===== src/rtl/hotspot_overlay_multi.sv =====
// hotspot_overlay_multi
// Composites up to NUM_SPOTS sprite copies onto an RGB565 pixel stream.
// Positions are clamped on capture, held in shadow registers and moved to
// the active set on the rising edge of vs_in, so a frame never tears.
// Pipeline: S1 hit test -> S2 priority select / ROM address -> ROM -> mix.
// The final mix is combinational on rom_data so that h_cnt -> rgb_out is
// exactly ROM_LAT+2 cycles; every input it uses comes from a flop or from
// the ROM's registered output.
module hotspot_overlay_multi #(
    parameter int          NUM_SPOTS = 4,
    parameter int          SPOT_SIZE = 49,
    parameter int          H_RES     = 480,
    parameter int          V_RES     = 272,
    parameter int          ROM_LAT   = 1,
    parameter logic [15:0] TRANSP    = 16'h0000,
    parameter int          ADDR_W    = 12
) (
    input  logic                        clk_pix,
    input  logic                        rst_n,
    input  logic                        ena,
    input  logic [32*NUM_SPOTS-1:0]     pix_x_in,
    input  logic [32*NUM_SPOTS-1:0]     pix_y_in,
    input  logic [NUM_SPOTS-1:0]        spot_en,
    input  logic                        blend_mode,
    input  logic [15:0]                 h_cnt,
    input  logic [15:0]                 v_cnt,
    input  logic                        de_in,
    input  logic                        hs_in,
    input  logic                        vs_in,
    input  logic [15:0]                 bg_rgb,
    output logic [ADDR_W-1:0]           rom_addr,
    input  logic [15:0]                 rom_data,
    output logic                        de_out,
    output logic                        hs_out,
    output logic                        vs_out,
    output logic [15:0]                 rgb_out,
    output logic [$clog2(NUM_SPOTS):0]  hit_idx
);

    localparam int RADIUS = (SPOT_SIZE - 1) / 2;
    localparam int HIT_W  = $clog2(NUM_SPOTS) + 1;
    localparam int OFF_W  = $clog2(SPOT_SIZE);
    localparam int LAT    = ROM_LAT + 2;
    localparam int TM_W   = 20;
    localparam logic [HIT_W-1:0]  NO_HIT = '1;
    localparam logic signed [16:0] RAD_P = 17'(RADIUS);
    localparam logic signed [16:0] RAD_N = 17'(-RADIUS);

    // Saturate a signed 32-bit coordinate into [0, hi].
    function automatic logic [15:0] clamp(input logic signed [31:0] v, input int hi);
        if (v < 0)
            return 16'h0000;
        else if (v > hi)
            return 16'(hi);
        else
            return v[15:0];
    endfunction

    // Position state
    logic [NUM_SPOTS-1:0][15:0] shadow_x_q, shadow_x_d, shadow_y_q, shadow_y_d;
    logic [NUM_SPOTS-1:0][15:0] act_x_q, act_x_d, act_y_q, act_y_d;
    logic [NUM_SPOTS-1:0]       shadow_en_q, shadow_en_d, act_en_q, act_en_d;
    logic                       vs_prev_q;
    logic                       commit;

    // Per-spot combinational results
    logic [NUM_SPOTS-1:0][15:0]      x_clamp, y_clamp;
    logic [NUM_SPOTS-1:0]            spot_hit;
    logic [NUM_SPOTS-1:0][OFF_W-1:0] spot_dx, spot_dy;

    // Stage S1
    logic [NUM_SPOTS-1:0]            s1_hit_q, s1_hit_d;
    logic [NUM_SPOTS-1:0][OFF_W-1:0] s1_dx_q, s1_dx_d, s1_dy_q, s1_dy_d;

    // Stage S2
    logic [HIT_W-1:0]  sel_idx;
    logic [OFF_W-1:0]  sel_dx, sel_dy;
    logic [ADDR_W-1:0] rom_addr_q, rom_addr_d;
    logic [HIT_W-1:0]  s2_idx_q, s2_idx_d;

    // Delay lines: timing/background for LAT cycles, hit index for ROM_LAT
    logic [LAT-1:0][TM_W-1:0]      tm_q, tm_d;
    logic [ROM_LAT-1:0][HIT_W-1:0] hit_q, hit_d;

    // Output-side views of the delay lines
    logic        mode_dly, de_dly, hs_dly, vs_dly, pix_hit;
    logic [15:0] bg_dly;
    logic [5:0]  r_sum, b_sum;
    logic [6:0]  g_sum;

    assign commit = vs_in & ~vs_prev_q;

    // Per-spot clamp and window test against the active position
    generate
        for (genvar gi = 0; gi < NUM_SPOTS; gi++) begin : g_spot
            logic signed [31:0] x_raw, y_raw;
            logic signed [16:0] ddx, ddy;
            logic               in_x, in_y;

            assign x_raw = $signed(pix_x_in[32*gi +: 32]);
            assign y_raw = $signed(pix_y_in[32*gi +: 32]);
            assign x_clamp[gi] = clamp(x_raw, H_RES - 1);
            assign y_clamp[gi] = clamp(y_raw, V_RES - 1);

            assign ddx  = $signed({h_cnt[15], h_cnt}) - $signed({1'b0, act_x_q[gi]});
            assign ddy  = $signed({v_cnt[15], v_cnt}) - $signed({1'b0, act_y_q[gi]});
            assign in_x = (ddx >= RAD_N) && (ddx <= RAD_P);
            assign in_y = (ddy >= RAD_N) && (ddy <= RAD_P);

            assign spot_hit[gi] = act_en_q[gi] && in_x && in_y;
            assign spot_dx[gi]  = OFF_W'(ddx + RAD_P);
            assign spot_dy[gi]  = OFF_W'(ddy + RAD_P);
        end
    endgenerate

    // Shadow capture on ena; shadow-to-active transfer on vs rising edge
    always_comb begin
        shadow_x_d  = shadow_x_q;
        shadow_y_d  = shadow_y_q;
        shadow_en_d = shadow_en_q;
        act_x_d     = act_x_q;
        act_y_d     = act_y_q;
        act_en_d    = act_en_q;
        if (ena) begin
            shadow_x_d  = x_clamp;
            shadow_y_d  = y_clamp;
            shadow_en_d = spot_en;
        end
        if (commit) begin
            act_x_d  = shadow_x_q;
            act_y_d  = shadow_y_q;
            act_en_d = shadow_en_q;
        end
    end

    // S1 next state: register raw hit vector and sprite offsets
    always_comb begin
        s1_hit_d = spot_hit;
        s1_dx_d  = spot_dx;
        s1_dy_d  = spot_dy;
    end

    // S2: lowest-index hit wins; scan from the top so lower indices overwrite
    always_comb begin
        sel_idx = NO_HIT;
        sel_dx  = '0;
        sel_dy  = '0;
        for (int k = NUM_SPOTS - 1; k >= 0; k--) begin
            if (s1_hit_q[k]) begin
                sel_idx = HIT_W'(k);
                sel_dx  = s1_dx_q[k];
                sel_dy  = s1_dy_q[k];
            end
        end
        s2_idx_d   = sel_idx;
        rom_addr_d = (sel_idx == NO_HIT) ? '0
                   : ADDR_W'(int'(sel_dy) * SPOT_SIZE + int'(sel_dx));
    end

    // Delay-line shifting for timing, background, mode and hit index
    always_comb begin
        tm_d[0] = {blend_mode, de_in, hs_in, vs_in, bg_rgb};
        for (int i = 1; i < LAT; i++)
            tm_d[i] = tm_q[i-1];
        hit_d[0] = s2_idx_q;
        for (int i = 1; i < ROM_LAT; i++)
            hit_d[i] = hit_q[i-1];
    end

    // All state registers
    always_ff @(posedge clk_pix or negedge rst_n) begin
        if (!rst_n) begin
            shadow_x_q  <= '0;
            shadow_y_q  <= '0;
            shadow_en_q <= '0;
            act_x_q     <= '0;
            act_y_q     <= '0;
            act_en_q    <= '0;
            vs_prev_q   <= 1'b0;
            s1_hit_q    <= '0;
            s1_dx_q     <= '0;
            s1_dy_q     <= '0;
            rom_addr_q  <= '0;
            s2_idx_q    <= NO_HIT;
            tm_q        <= '0;
            hit_q       <= '1;
        end else begin
            shadow_x_q  <= shadow_x_d;
            shadow_y_q  <= shadow_y_d;
            shadow_en_q <= shadow_en_d;
            act_x_q     <= act_x_d;
            act_y_q     <= act_y_d;
            act_en_q    <= act_en_d;
            vs_prev_q   <= vs_in;
            s1_hit_q    <= s1_hit_d;
            s1_dx_q     <= s1_dx_d;
            s1_dy_q     <= s1_dy_d;
            rom_addr_q  <= rom_addr_d;
            s2_idx_q    <= s2_idx_d;
            tm_q        <= tm_d;
            hit_q       <= hit_d;
        end
    end

    assign {mode_dly, de_dly, hs_dly, vs_dly, bg_dly} = tm_q[LAT-1];
    assign pix_hit = (hit_q[ROM_LAT-1] != NO_HIT);

    assign r_sum = {1'b0, bg_dly[15:11]} + {1'b0, rom_data[15:11]};
    assign g_sum = {1'b0, bg_dly[10:5]}  + {1'b0, rom_data[10:5]};
    assign b_sum = {1'b0, bg_dly[4:0]}   + {1'b0, rom_data[4:0]};

    // Final mix: blanking -> black, miss/transparent -> background, else sprite
    always_comb begin
        rgb_out = 16'h0000;
        if (de_dly) begin
            if (!pix_hit || rom_data == TRANSP)
                rgb_out = bg_dly;
            else if (!mode_dly)
                rgb_out = rom_data;
            else
                rgb_out = {r_sum[5:1], g_sum[6:1], b_sum[5:1]};
        end
    end

    assign rom_addr = rom_addr_q;
    assign de_out   = de_dly;
    assign hs_out   = hs_dly;
    assign vs_out   = vs_dly;
    assign hit_idx  = hit_q[ROM_LAT-1];

endmodule


===== config.mk =====
export PLATFORM = sky130hd
export DESIGN_NAME = hotspot_overlay_multi
export DESIGN_NICKNAME = d
export VERILOG_FILES = /design/src/rtl/hotspot_overlay_multi.sv
export SDC_FILE = /design/constraint.sdc
export NUM_CORES = 1
export LEC_CHECK = 0
export CAP_MARGIN = 20
export CORE_ASPECT_RATIO = 0.6
export CORE_MARGIN = 2
export CORE_UTILIZATION = 54
export CTS_BUF_LIST = sky130_fd_sc_hd__clkbuf_8
export CTS_CLUSTER_DIAMETER = 50
export CTS_CLUSTER_SIZE = 25
export DETAILED_ROUTE_END_ITERATION = 10
export PLACE_DENSITY = 0.81
export SKIP_LAST_GASP = 1
export SYNTH_ARGS = -nofsm -noshare
export SYNTH_HDL_FRONTEND = slang
export SYNTH_SLANG_ARGS = --single-unit

===== constraint.sdc =====
create_clock -name clk_pix -period 7.2 [get_ports clk_pix]
set_input_delay 1.44 -clock clk_pix [delete_from_list [all_inputs] [get_ports clk_pix]]
set_output_delay 1.44 -clock clk_pix [all_outputs]
set_load 0.02 [all_outputs]

; Yosys cells after proc, flatten, opt, wreduce, memory -nomap -nowiden
; Index checks and enable logic that the tools add are counted.
; W data, S select, Z words.
[classes]
n_mul = 1
n_bitwise = 2
n_reduce_logical = 19
order_cmp = 32
mux = 32
add_sub_neg = 20
eq_ne = 2
[op_table]
columns = op, count
row1 = $mux W16, 19
row2 = $gt A32 B10 Y1 const B, 8
row3 = $lt A32 B1 Y1 const B, 8
row4 = $ge A17 B6 Y1 const B, 8
row5 = $le A17 B6 Y1 const B, 8
row6 = $sub A16 B17 Y17, 8
row7 = $add A6 B6 Y6 const B, 8
row8 = $mux W6, 8
row9 = $logic_and A1 B1 Y1, 16
row10 = $logic_not A16 Y1, 1
row11 = $add A12 B6 Y12, 1
row12 = $add A5 B5 Y6, 2
row13 = $mul A6 B6 Y12 const B, 1
row14 = $mux W12, 1
row15 = $mux W3, 4
row16 = $add A6 B6 Y7, 1
row17 = $eq A3 B3 Y1 const B, 1
row18 = $ne A3 B3 Y1 const B, 1
row19 = $and A1 B1 Y1, 1
row20 = $logic_not A1 Y1, 1
row21 = $logic_or A1 B1 Y1, 1
row22 = $not A1 Y1, 1
[totals]
regBits = 395
elab_cells = 142
input_bits = 331
output_inout_bits = 34

; Logic depth before layout (Yosys ltp)
[logic_depth]
ltp_word = 7
depth_mapped = 19
depth_no_buf = 17

; Worst setup path before layout
; Ideal clock, no wire load.
[synth_timing]
path_kind = input -> register
from = in h_cnt[0]
to = reg s1_hit_q[2]
slack_ns = 2.767
n_path_buf = 0
cell_stages = 15
t_arrival_ns = 4.351
setup_ns = 0.082
required_time_ns = 7.118
cell_sequence = inv_1 > ha_1 > inv_1 > fa_1 > a211oi_1 > nor2_1 > xor2_1 > ha_1 > nand2_1 > nand2_1 > or4_1 > or4_1 > a2111oi_0 > nand4_1 > a22oi_2
[synth_via]
elab_chain_cells = 5
word_cells_on_any_way = 6
classes_between = 1 x add/sub / 2 x order compare / 3 x reduce/logical
[synth_rtl]
columns = element, line_no
row1 = start: declaration, 25  ; input logic [15:0] h_cnt,
row2 = $sub A16 B17 Y17 *, 105  ; assign ddx = $signed({h_cnt[15], h_cnt}) - $signed({1'b0, act_x_q[gi]});
row3 = $ge A17 B6 Y1 or $le A17 B6 Y1 (tied branches), 107  ; assign in_x = (ddx >= RAD_N) && (ddx <= RAD_P);
row4 = $logic_and A1 B1 Y1 *, 107
row5 = $logic_and A1 B1 Y1 * (2 in a row), 110  ; assign spot_hit[gi] = act_en_q[gi] && in_x && in_y;
row6 = named net s1_hit_d[2], 72  ; logic [NUM_SPOTS-1:0] s1_hit_q, s1_hit_d;
row7 = end signal: assignment, 195  ; s1_hit_q <= s1_hit_d;
row8 = end: declaration, 72
; The timed path passes the listed nets; every way through them passes the cells marked *.
; A chain may end at the register's enable or synchronous reset.

; Final worst setup path
[layout_timing]
from = in rom_data[1]
to = out rgb_out[4]
[layout_via]
elab_chain_cells = 4
word_cells_on_any_way = 6
classes_between = 1 x add/sub / 3 x mux / 2 x reduce/logical
[layout_rtl]
columns = element, line_no
row1 = start: declaration, 32  ; input logic [15:0] rom_data,
row2 = $add A5 B5 Y6 or $logic_not A16 Y1 (tied branches), "210, 216"
row3 = $mux W16 or $logic_or A1 B1 Y1 (tied branches), "218, 216"
row4 = $mux W16 *, 216  ; if (!pix_hit || rom_data == TRANSP)
row5 = $mux W16 *, 215  ; if (de_dly) begin
row6 = end: declaration, 36  ; output logic [15:0] rgb_out,
; Mark *: on every way between the ends. The rest lies on a longest branch, timed or not.

==> flow_results.org <==
** Global route
- Initial antenna violation count :: 1
- The first global-routing pass estimated 97.5 mm of wire.
- Overflow left after global routing :: 0
- Pin count of the biggest net entering global routing :: 205
- In the global route stage, overall resource usage came out at 0.274.
- Number of global-route vias before repair :: 18679

** Floorplanning
- Die outline area :: 0.0442 sq mm
- The floorplan has 58 rows.
- In this run the horizontal extent of the chip is 270 um.
- The initial utilization of the core area, before any placement, comes to 0.547.
- Overall die height :: 164 um
- The floorplan step defined a core boundary enclosing 0.0419 sq mm.
- For this design the top-level I/O count stands at 365.

** Setup path
- The critical path is of the in2out type.
- Type of element capturing the critical path :: primary output
- Buf/Inv on CP :: 2
- STA classifies the critical path startpoint as a primary input.
- Of all nets on the critical path, the largest fanout is 26.
- Cell-by-cell trace of the critical path :: clkdlybuf4s50_1 > nor4_1 > nand4_1 > and2_1 > o211ai_1 > a21boi_0 > clkdlybuf4s50_1
- End point of the critical path :: rgb_out[4]
- Counting cells, the worst reg-to-reg path comes to 15.
- Required time at the worst-slack endpoint :: 5.76 ns
- CP Launch Point :: rom_data[1]
- Max stage delay on crit path :: 0.73 ns
- Delay-heaviest family, CP :: buffers and inverters
- Counting buffers and inverters, the worst setup path is 7 cells deep.
- The slowest stage of the critical path belongs to the cell and2_1.
- Flop-to-flop setup slack :: 2.24 ns
- At the worst endpoint, the arrival time is 4.06 ns.
- By instance count, the cell type seen most on the critical path is clkdlybuf4s50_1.
- The worst register-to-register path ends at rom_addr[11].
- The worst register-to-register path begins at s1_hit_q[0].

** Route
- Number of search-and-repair iterations in the first detailed-routing pass :: 8
- Number of antenna-violating nets in the routed design :: 0
- For this run, design rule violations remaining after detail routing come to 0.
- Via-per-instance ratio :: 5.75
- Total routed wirelength :: 60.9 mm
- Detailed routing inserted a total of 19161 vias.
- In the final routed layout, each cell accounts on average for 18.3 um.
- Initial detailed-routing violation count :: 1703

** Final layout
- In the layout the commonest cells are dfrtp_1 (388), clkdlybuf4s50_1 (362), inv_1 (226).
- Layout Area Growth over Synthesis :: 22.0%
- Leaving out fill and tap cells, the most frequent cell in the layout is dfrtp_1.
- Post-layout util :: 0.668
- In the final layout, the share of cells above drive strength 1 is 0.0615.
- After the flow finishes, the layout carries non-filler instances totaling 3334.
- The number of antenna diodes in the final layout is 0.
- Number of nets in the finished design :: 3278

** Synthesis
- Part of the Yosys area used for sequential elements :: 0.430
- Proportion of netlist area held by the largest area contributor :: 0.424
- Number of enable flip-flop cells after synthesis :: 0
- Counting flops and latches in the post-synthesis netlist gives 394.
- During synthesis, Yosys emitted a total of 0 warnings.
- Of all cell types, the one taking the most synthesized area is dfrtp_1.
- Fraction of registers with async set/reset :: 1.00
- Netlist cell types :: 80
- After synthesis, the mean cell area works out to 9.54 sq um.
- Leading register cell type out of synthesis :: dfrtp_1
- Synth top area cells :: dfrtp_1 (42%), ha_1 (11%), o21ai_0 (4.1%), inv_1 (3.7%), nand2_1 (3.5%)
- Syn_nets :: 2942
- The cell count after synthesis came out at 2404.
- Cell area after technology mapping :: 0.0229 sq mm

** STA
- Final hold violation count :: 0
- Max Slew Vio Count :: 0
- Slew at the pin with the worst max-slew slack :: 0.934 ns
- In the finished design, the share of the clock period the worst path needs comes to 0.763.
- RSZ-0062 raised after global routing :: no
- Worst clock skew :: 0.0357 ns
- Derived from the worst setup path, the maximum achievable clock frequency is 182 MHz.
- Headroom to the max-slew limit came out at 0.378.
- The clock period could shrink to 5.50 ns.
- Sum of negative setup slack :: 0 ns
- Final count of negative-setup-slack endpoints :: 0

** Placement
- After detailed placement, the design holds a cell count of 3277.
- Number of buffer cells added on primary ports :: 364
- The congestion estimate from routability-driven global placement came to 0.936.
- Summed over all nets, the half-perimeter wirelength after detailed placement is 46.5 mm.

** Clock tree
- TritonCTS built the clock tree.
- Clock sinks :: 394
- Bufs on Longest Clock Path :: 3
- Buffers inserted during clock tree synthesis total 30.
- Worst-Skew Late Latency :: 0.67 ns
- Number of buffers inserted to repair setup after CTS :: 0
- After clock tree synthesis, the flow added hold-fix buffers numbering 0.
- After clock tree synthesis, the clock-pin slew on the worst setup and hold paths is 0.14 ns.
- In this run, post-CTS repair resized a total of 0 instances.
- H-Tree Depth :: 1
- The tree is rooted in a clkbuf_8.

** Power and ir drop
- In this run the static leakage power is 12.3 nW.
- Worst supply voltage drop on vdd :: 0.140 mV
- For this design the ratio of total power to cell area is 201 mW/mm^2.

** Status
- The flow ran to the end, and the final reports show no timing, DRC or antenna violations.

** Hold path
- In this run the most critical hold path is launched from tm_d[31].
- Hold crit path type :: reg2reg

** Flow run
- Max-cap violations in this run came to 0.
## where the power goes
part	total, mW	switching (mW)	internal (mW)
Combinational	1.58	0.893	0.689
Sequential	2.54	0.105	2.43
Clock	1.49	0.921	0.571
Total	5.61	1.92	3.69
## worst min path at each step
stage	endpoint	depth (start not counted)
final	tm_d[51]	0
after global routing	tm_d[51]	0
after CTS	tm_d[51]	0
after detailed placement	bg_dly[5]	0
after global placement	bg_dly[12]	0
after floorplan	bg_dly[0]	0
## sequential cells by signal (all words and copies together) (netlist names)
signal / flops
vs_out: 1
act_en_q: 4
tm_d: 40
s1_dx_q: 24
shadow_x_q: 64
shadow_y_q: 64
bg_dly: 16
hit_d: 3
act_x_q: 64
hs_out: 1
hit_idx: 3
s1_dy_q: 24
mode_dly: 1
act_y_q: 64
rom_addr: 12
de_out: 1
shadow_en_q: 4
s1_hit_q: 4
## metrics by stage
step / area [sq um] / power (mW) / hold WS [ns] / setup WS (ns)
floorplan: 22900 / 3.51 / 0.331 / 2.77
global placement: 27100 / 4.06 / 0.331 / 1.75
detailed placement: 27100 / 4.12 / 0.335 / 1.74
CTS: 28000 / 5.61 / 0.340 / 1.73
global route: 28000 / 5.91 / 0.326 / 1.46
finish: 28000 / 5.61 / 0.335 / 1.70
## final cells by class
| class | instances | area [sq um] |
|---|---|---|
| Sequential cell | 394 | 9870 |
| Clock inverter | 25 | 385 |
| Inverter | 225 | 845 |
| Tap cell | 570 | 713 |
| Timing Repair Buffer | 371 | 3750 |
| Fill cell | 3262 | 13900 |
| Clock buffer | 31 | 427 |
| Multi-Input combinational cell | 1718 | 12000 |
## cell families (layout without fill, tap and decap cells)
kind of cell             after synthesis  in the layout  share of synthesized area
AO/OA/AOI/OAI                        544            544                      0.154
XOR/XNOR                             111            111                     0.0424
adder cells (fa/ha/maj)              207            207                      0.117
buffers and inverters                292            652                     0.0478
flip-flops                           394            394                      0.430
multiplexers                          81             81                     0.0391
AND/OR/NAND/NOR                      775            775                      0.169
## cell usage after synthesis, types with 46 or more instances
| library cell | n |
|---|---|
| dfrtp_1 | 388 |
| inv_1 | 225 |
| nand2_1 | 214 |
| ha_1 | 195 |
| o21ai_0 | 190 |
| nor2_1 | 186 |
| a21oi_1 | 94 |
| nor2b_1 | 83 |
| xnor2_1 | 72 |
| mux2_2 | 68 |
| nor4_1 | 60 |
| clkbuf_1 | 57 |
| nor3_1 | 46 |
## layer usage
| metal | track usage | part of all wire | vias to the layer above | routed length (um) |
|---|---|---|---|---|
| met5 | 0 | 0 | - | 0 |
| met4 | 0.0644 | 0.022 | 0 | 1340 |
| met3 | 0.0576 | 0.080 | 94 | 4900 |
| met2 | 0.419 | 0.43 | 652 | 26400 |
| met1 | 0.399 | 0.46 | 9284 | 28200 |
| li1 | - | - | 9131 | - |
Note: power is estimated with default switching activity, not from simulation.
